### src/rtl/adcv_pkg.sv
// Shared widths, pairing-FSM encoding and status bit positions for the
// ramp-compare ADC pair accumulator.
package adcv_pkg;

    // Sample carries coarse*2^FINE_BITS plus up to 2*(2^FINE_BITS-1) of fine
    // correction, hence one extra bit above coarse+fine.
    function automatic int sample_w(input int coarse_bits, input int fine_bits);
        return coarse_bits + fine_bits + 1;
    endfunction

    // Accumulator holds up to 2^avg_log2_max samples without wrapping.
    function automatic int acc_w(input int coarse_bits, input int fine_bits,
                                 input int avg_log2_max);
        return sample_w(coarse_bits, fine_bits) + avg_log2_max;
    endfunction

    typedef enum logic [0:0] {
        ST_IDLE      = 1'b0,
        ST_WAIT_FALL = 1'b1
    } pair_state_t;

    localparam int STAT_STRAY_FALL = 0;
    localparam int STAT_OVERFLOW   = 1;
    localparam int STAT_TIMEOUT    = 2;

endpackage

### src/rtl/adcv_sync_fifo.sv
// Single-clock first-word-fall-through FIFO. The head word is presented
// combinationally from storage; an empty FIFO presents zero.
module adcv_sync_fifo #(
    parameter int WIDTH = 8,
    parameter int DEPTH = 8,
    localparam int AW   = $clog2(DEPTH),
    localparam int LW   = AW + 1
) (
    input  logic             clk,
    input  logic             srst,
    input  logic             push,
    input  logic [WIDTH-1:0] push_data,
    input  logic             pop,
    output logic [WIDTH-1:0] pop_data,
    output logic             full,
    output logic             empty,
    output logic [LW-1:0]    level
);

    logic [WIDTH-1:0] mem [DEPTH];
    logic [AW-1:0]    wr_ptr_q, wr_ptr_d;
    logic [AW-1:0]    rd_ptr_q, rd_ptr_d;
    logic [LW-1:0]    level_q, level_d;
    logic             do_push;
    logic             do_pop;

    assign full     = (level_q == LW'(DEPTH));
    assign empty    = (level_q == '0);
    assign level    = level_q;
    assign pop_data = empty ? '0 : mem[rd_ptr_q];

    // A pop on an empty FIFO is ignored; a full FIFO accepts a push only if
    // the same cycle also pops.
    always_comb begin
        do_pop   = pop && !empty;
        do_push  = push && (!full || do_pop);
        wr_ptr_d = do_push ? wr_ptr_q + 1'b1 : wr_ptr_q;
        rd_ptr_d = do_pop  ? rd_ptr_q + 1'b1 : rd_ptr_q;
        level_d  = level_q + LW'(do_push) - LW'(do_pop);
    end

    // Storage write; contents need no reset because empty gates the head.
    always_ff @(posedge clk) begin
        if (do_push) begin
            mem[wr_ptr_q] <= push_data;
        end
    end

    // Pointer and occupancy registers.
    always_ff @(posedge clk) begin
        if (srst) begin
            wr_ptr_q <= '0;
            rd_ptr_q <= '0;
            level_q  <= '0;
        end else begin
            wr_ptr_q <= wr_ptr_d;
            rd_ptr_q <= rd_ptr_d;
            level_q  <= level_d;
        end
    end

endmodule

### src/rtl/adcv_pair_accum.sv
// Rise/fall TDC pairing, coarse range extension, power-of-two averaging and
// result buffering for the ramp-compare ADC back end.
module adcv_pair_accum
    import adcv_pkg::*;
#(
    parameter int FINE_BITS    = 6,
    parameter int COARSE_BITS  = 4,
    parameter int OFFSET       = 63,
    parameter int AVG_LOG2_MAX = 4,
    parameter int FIFO_DEPTH   = 8,
    localparam int SAMPLE_W    = sample_w(COARSE_BITS, FINE_BITS),
    localparam int ACC_W       = acc_w(COARSE_BITS, FINE_BITS, AVG_LOG2_MAX),
    localparam int LEVEL_W     = $clog2(FIFO_DEPTH) + 1
) (
    input  logic                 clock,
    input  logic                 reset,
    input  logic                 enable,
    input  logic [2:0]           avg_log2,
    input  logic                 rise_valid,
    input  logic [FINE_BITS-1:0] rise_fine,
    input  logic                 fall_valid,
    input  logic [FINE_BITS-1:0] fall_fine,
    output logic                 out_valid,
    input  logic                 out_ready,
    output logic [SAMPLE_W-1:0]  out_data,
    output logic [LEVEL_W-1:0]   fifo_level,
    input  logic                 clear_status,
    output logic [2:0]           status
);

    localparam int CNT_W = AVG_LOG2_MAX + 1;
    localparam logic [COARSE_BITS-1:0] COARSE_MAX = '1;

    pair_state_t          state_q, state_d;
    logic [FINE_BITS-1:0] rise_q, rise_d;
    logic [COARSE_BITS-1:0] coarse_q, coarse_d;
    logic                 pair_done;
    logic                 timeout_ev;
    logic                 stray_ev;
    logic                 overflow_ev;

    logic [SAMPLE_W-1:0]  sample_q, sample_d;
    logic                 sample_vld_q, sample_vld_d;

    logic [ACC_W-1:0]     acc_q, acc_d, acc_sum;
    logic [CNT_W-1:0]     cnt_q, cnt_d, cnt_inc;
    logic [2:0]           n_q, n_d, n_eff, avg_clamped;
    logic [SAMPLE_W-1:0]  result_q, result_d;
    logic                 result_vld_q, result_vld_d;

    logic [2:0]           status_q, status_d;
    logic                 fifo_full;
    logic                 fifo_empty;

    // Pairing FSM. coarse_q counts cycles since the rise edge, so during the
    // fall cycle it already equals fall_cycle - rise_cycle.
    always_comb begin
        state_d    = state_q;
        rise_d     = rise_q;
        coarse_d   = coarse_q;
        pair_done  = 1'b0;
        timeout_ev = 1'b0;
        stray_ev   = 1'b0;
        if (!enable) begin
            state_d = ST_IDLE;
        end else begin
            case (state_q)
                ST_IDLE: begin
                    if (rise_valid) begin
                        rise_d   = rise_fine;
                        coarse_d = COARSE_BITS'(1);
                        state_d  = ST_WAIT_FALL;
                    end else if (fall_valid) begin
                        stray_ev = 1'b1;
                    end
                end
                ST_WAIT_FALL: begin
                    coarse_d = coarse_q + 1'b1;
                    if (fall_valid) begin
                        pair_done = 1'b1;
                        if (rise_valid) begin
                            rise_d   = rise_fine;
                            coarse_d = COARSE_BITS'(1);
                        end else begin
                            state_d = ST_IDLE;
                        end
                    end else if (rise_valid) begin
                        rise_d   = rise_fine;
                        coarse_d = COARSE_BITS'(1);
                    end else if (coarse_q == COARSE_MAX) begin
                        timeout_ev = 1'b1;
                        state_d    = ST_IDLE;
                    end
                end
                default: state_d = ST_IDLE;
            endcase
        end
    end

    // Sample arithmetic; OFFSET >= 2^FINE_BITS-1 keeps the result non-negative.
    always_comb begin
        sample_vld_d = pair_done;
        sample_d     = sample_q;
        if (pair_done) begin
            sample_d = (SAMPLE_W'(coarse_q) << FINE_BITS) + SAMPLE_W'(OFFSET)
                     - SAMPLE_W'(fall_fine) + SAMPLE_W'(rise_q);
        end
    end

    // Block averager; the exponent is frozen when a block's first sample arrives.
    always_comb begin
        avg_clamped  = (avg_log2 > 3'(AVG_LOG2_MAX)) ? 3'(AVG_LOG2_MAX) : avg_log2;
        n_eff        = (cnt_q == '0) ? avg_clamped : n_q;
        acc_sum      = ((cnt_q == '0) ? '0 : acc_q) + ACC_W'(sample_q);
        cnt_inc      = cnt_q + 1'b1;
        acc_d        = acc_q;
        cnt_d        = cnt_q;
        n_d          = n_q;
        result_d     = result_q;
        result_vld_d = 1'b0;
        if (!enable) begin
            acc_d = '0;
            cnt_d = '0;
        end else if (sample_vld_q) begin
            n_d = n_eff;
            if (cnt_inc == (CNT_W'(1) << n_eff)) begin
                result_d     = SAMPLE_W'(acc_sum >> n_eff);
                result_vld_d = 1'b1;
                acc_d        = '0;
                cnt_d        = '0;
            end else begin
                acc_d = acc_sum;
                cnt_d = cnt_inc;
            end
        end
    end

    // Sticky status: a set event in the clearing cycle keeps the bit set.
    always_comb begin
        overflow_ev = result_vld_q && fifo_full && !out_ready;
        status_d    = clear_status ? 3'b000 : status_q;
        if (stray_ev)    status_d[STAT_STRAY_FALL] = 1'b1;
        if (overflow_ev) status_d[STAT_OVERFLOW]   = 1'b1;
        if (timeout_ev)  status_d[STAT_TIMEOUT]    = 1'b1;
    end

    // State registers for pairing, sample, averaging and status.
    always_ff @(posedge clock) begin
        if (reset) begin
            state_q      <= ST_IDLE;
            rise_q       <= '0;
            coarse_q     <= '0;
            sample_q     <= '0;
            sample_vld_q <= 1'b0;
            acc_q        <= '0;
            cnt_q        <= '0;
            n_q          <= '0;
            result_q     <= '0;
            result_vld_q <= 1'b0;
            status_q     <= '0;
        end else begin
            state_q      <= state_d;
            rise_q       <= rise_d;
            coarse_q     <= coarse_d;
            sample_q     <= sample_d;
            sample_vld_q <= sample_vld_d;
            acc_q        <= acc_d;
            cnt_q        <= cnt_d;
            n_q          <= n_d;
            result_q     <= result_d;
            result_vld_q <= result_vld_d;
            status_q     <= status_d;
        end
    end

    adcv_sync_fifo #(
        .WIDTH (SAMPLE_W),
        .DEPTH (FIFO_DEPTH)
    ) u_fifo (
        .clk       (clock),
        .srst      (reset),
        .push      (result_vld_q),
        .push_data (result_q),
        .pop       (out_ready),
        .pop_data  (out_data),
        .full      (fifo_full),
        .empty     (fifo_empty),
        .level     (fifo_level)
    );

    assign out_valid = !fifo_empty;
    assign status    = status_q;

endmodule

### config.mk
export PLATFORM = sky130hd
export DESIGN_NAME = adcv_pair_accum
export DESIGN_NICKNAME = d
export VERILOG_FILES = /design/src/rtl/adcv_pkg.sv /design/src/rtl/adcv_sync_fifo.sv /design/src/rtl/adcv_pair_accum.sv
export SDC_FILE = /design/constraint.sdc
export NUM_CORES = 1
export LEC_CHECK = 0
export ABC_AREA = 1
export CORE_ASPECT_RATIO = 0.6
export CORE_MARGIN = 2
export CORE_UTILIZATION = 61
export DETAILED_ROUTE_END_ITERATION = 16
export PLACE_DENSITY = 0.8
export RECOVER_POWER = 100
export SETUP_SLACK_MARGIN = 0.05
export SLEW_MARGIN = 40
export SYNTH_ARGS = -nofsm -noshare
export SYNTH_HDL_FRONTEND = slang
export SYNTH_HIERARCHICAL = 1
export SYNTH_SLANG_ARGS = --single-unit
### constraint.sdc
create_clock -name clock -period 3.85 [get_ports clock]
set_input_delay 0.385 -clock clock [delete_from_list [all_inputs] [get_ports clock]]
set_output_delay 0.385 -clock clock [all_outputs]
set_load 0.005 [all_outputs]
==> results.py <==
metrics = {
    "cells_and_area": {
        "utilization": 0.691,
        "nets": 1240,
        "n_antenna_cell": 0,
        "syn_to_final_growth_pct": 12.2,
        "fillers": 1132,
        "drive_gt1_frac": 0.0487,
    },
    "clocking": {
        "clk_latency_ns": 0.43,
        "cts_root_buf": "clkbuf_16",
        "htree_levels": 4,
        "cts_buffers": 17,
        "ctsHoldBuffers": 0,
        "clockBufferDepth": 2,
        "cts.sinks": 162,
        "cts_tree": "yes",
        "path_clk_slew_ns": 0.07,
        "cts_resized": 0,
        "cts_setup_buffers": 0,
    },
    "drt": {
        "dr.pass1.iters": 9,
        "vias_per_cell": 5.40,
        "wl_um": 21100,
        "num_vias": 7500,
        "drc": 0,
        "wl_per_cell_um": 15.2,
        "ant_nets": 0,
        "drt_iter0_drc": 791,
    },
    "synth": {
        "synthArstFlopShare": 0,
        "syn-cell-area_sq_mm": 0.00883,
        "postSynthCellCount": 1142,
        "synth_area_per_cell_sq_um": 7.74,
        "synth_ff_type": "edfxtp_1",
        "yosysWarnings": 6,
        "yosysUniqueCellTypes": 42,
        "ys_seq_area_frac": 0.467,
        "synth_edf_count": 88,
        "synth_top_cells_by_area": "edfxtp_1, dfxtp_1, nand2_1",
        "yosysTopAreaCellShare": 0.299,
        "ys_seq_elements": 162,
        "syn-num-nets": 1205,
        "yosys.area.top_type": "edfxtp_1",
    },
    "run_status": {
        "outcome": "complete, no violations",
    },
    "worst_setup_path": {
        "slowest_stage": "nor3_1",
        "path_common_cell": "nand2_1",
        "endpoint_kind": "register",
        "crit_chain": "inv_1 -> ha_1 -> nand2_1 -> nand2_1 -> nand2_1 -> nand2_1 -> nor3_1 -> clkbuf_1",
        "critPathKind": "reg2reg",
        "slowest_delay_ns": 0.60,
        "worst_ep_required_time_ns": 3.91,
        "path_max_fanout": 13,
        "critPathArrivalTime_ns": 3.52,
        "crit_buf_inv": 2,
        "reg2reg_slack_ns": 0.38,
        "cp_top_family": "simple AND/OR/NAND/NOR gates",
        "start_kind": "register",
    },
    "pwr": {
        "leakagePower_nw": 4.43,
        "ir_drop_mv": 0.309,
        "power-per-cell-area_mw_per_mm2": 477,
    },
    "die": {
        "dieArea_sq_mm": 0.0155,
        "fp.dieW_um": 159,
        "core_sq_mm": 0.0143,
        "initial_core_util": 0.616,
        "ioPinCount": 41,
        "num_rows": 34,
        "fp.dieH_um": 97.2,
    },
    "grt": {
        "antenna_found_initial": 0,
        "grt_pass1_vias": 6871,
        "track_usage": 0.282,
        "grt_max_degree": 38,
        "overflow": 0,
        "grt_pass1_wl_um": 34700,
    },
    "sta": {
        "final.setup.tns_ns": 0,
        "setup_violations": 0,
        "slew_headroom": 0.366,
        "final_hold_viol_count": 0,
        "slew_violations": 0,
        "fmax_ghz": 0.289,
        "rsz0062_at_grt": "false",
        "finalCritPeriodShare": 0.900,
        "worst_pin_slew_ns": 0.951,
        "post-route-min-period_ns": 3.47,
        "skew_ns": 0.0129,
    },
    "job": {
        "cap_viol_max_count": 0,
    },
    "hold_path": {
        "hp-class": "reg2reg",
    },
    "place": {
        "dp_hpwl_um": 14300,
        "gp_congestion": 0.965,
        "port_buffers": 40,
    },
}
## synthesized netlist by cell type, drive strengths merged (3+ instances only)
library cell  number
nand2            296
nor2             214
inv              141
nand3             93
edfxtp            88
dfxtp             74
a21oi             59
o21ai             44
ha                38
clkbuf            19
buf               18
nand4             14
xor2               9
nor3               6
o211ai             4
o21bai             4
fa                 3
xnor2              3
## per-stage QoR
step	setup slack [ns]	cells	power (mW)	hold WS, ns	cell area [sq um]
floorplan	0.926	1142	2.63	0.445	8830
global placement	0.741	1356	3.02	0.452	9390
detailed placement	0.613	1356	3.06	0.455	9390
CTS	0.576	1388	4.78	0.466	9990
global route	0.133	1388	4.95	0.480	9910
finish	0.384	1388	4.72	0.464	9910
## worst register-to-register path, cell delays in order (launching register included)
cell and delay, ns:
dfxtp_1 0.34, inv_1 0.08, ha_1 0.20, nand2_1 0.47, nand2_1 0.35, nand2_1 0.33, nand2_1 0.19, nor3_1 0.60
clkbuf_1 0.54
## flip-flops by register name, indices dropped and copies added (netlist names), 3 cells and up, named ones only
name             cells
u_fifo/mem          88
acc_q               15
result_q            11
sample_q            11
rise_q               6
cnt_q                5
coarse_q             4
u_fifo/level         4
n_q                  3
status               3
u_fifo/rd_ptr_q      3
u_fifo/wr_ptr_q      3
## metal layers
layer  vias to the layer above  track usage  wire [um]
met2                       345        0.407       8600
met5                         -            0          0
li1                       3745            -          -
met1                      3386        0.428      10100
met4                         0       0.0776        232
met3                        24       0.0632       2090
## cells in the final DEF (no fill, tap or decap), types with 5 or more instances in the layout
master           synthesis  routed
clkdlybuf4s50_1          0      20
o21ai_0                 37      37
dfxtp_1                 74      72
clkbuf_16                0      17
a21oi_1                 59      59
nor2_4                   5       5
dlygate4sd3_1            0      20
clkbuf_1                19       9
xor2_1                   9       9
edfxtp_1                88      88
ha_1                    38      38
nand4_1                 14      14
nor3_1                   6       6
inv_1                  138     140
nor2_1                 204     205
nand3_1                 89      90
o21ai_1                  7       7
nand2_1                286     291
## final timing paths
check | startpoint | endpoint | cells past startpoint
min reg2reg | acc_q[7]$_SDFFE_PP0P_ | acc_q[7]$_SDFFE_PP0P_ | 2
min | acc_q[7]$_SDFFE_PP0P_ | acc_q[7]$_SDFFE_PP0P_ | 2
max | u_fifo/level[2]$_SDFF_PP0_ | u_fifo/mem[0][4]$_DFFE_PP_ | 8
max reg2reg | u_fifo/level[2]$_SDFF_PP0_ | u_fifo/mem[0][4]$_DFFE_PP_ | 8
## kinds of logic after synthesis
kind of cell               share of synthesized area
and+or+nand+nor                                0.307
xor gates and xnor gates                      0.0119
adders and majority gates                     0.0606
AOI/OAI and AO/OA                             0.0714
DFF                                            0.467
buffers and inverters                         0.0824
## power breakdown
group | switching (mW) | internal, mW
clock network | 0.751 | 0.980
logic | 0.630 | 0.437
registers | 0.0760 | 1.85
total | 1.46 | 3.27
## layout make-up
| class | count | area (sq um) | area share |
|---|---|---|---|
| Sequential cell | 162 | 4130 | 0.416 |
| Multi-Input combinational cell | 802 | 3940 | 0.397 |
| Inverter | 141 | 529 | 0.0534 |
| Timing Repair Buffer | 53 | 465 | 0.0470 |
| Clock buffer | 18 | 429 | 0.0433 |
| Tap cell | 198 | 248 | 0.0250 |
| Clock inverter | 14 | 174 | 0.0176 |
Power figures use the tool's default switching activity.
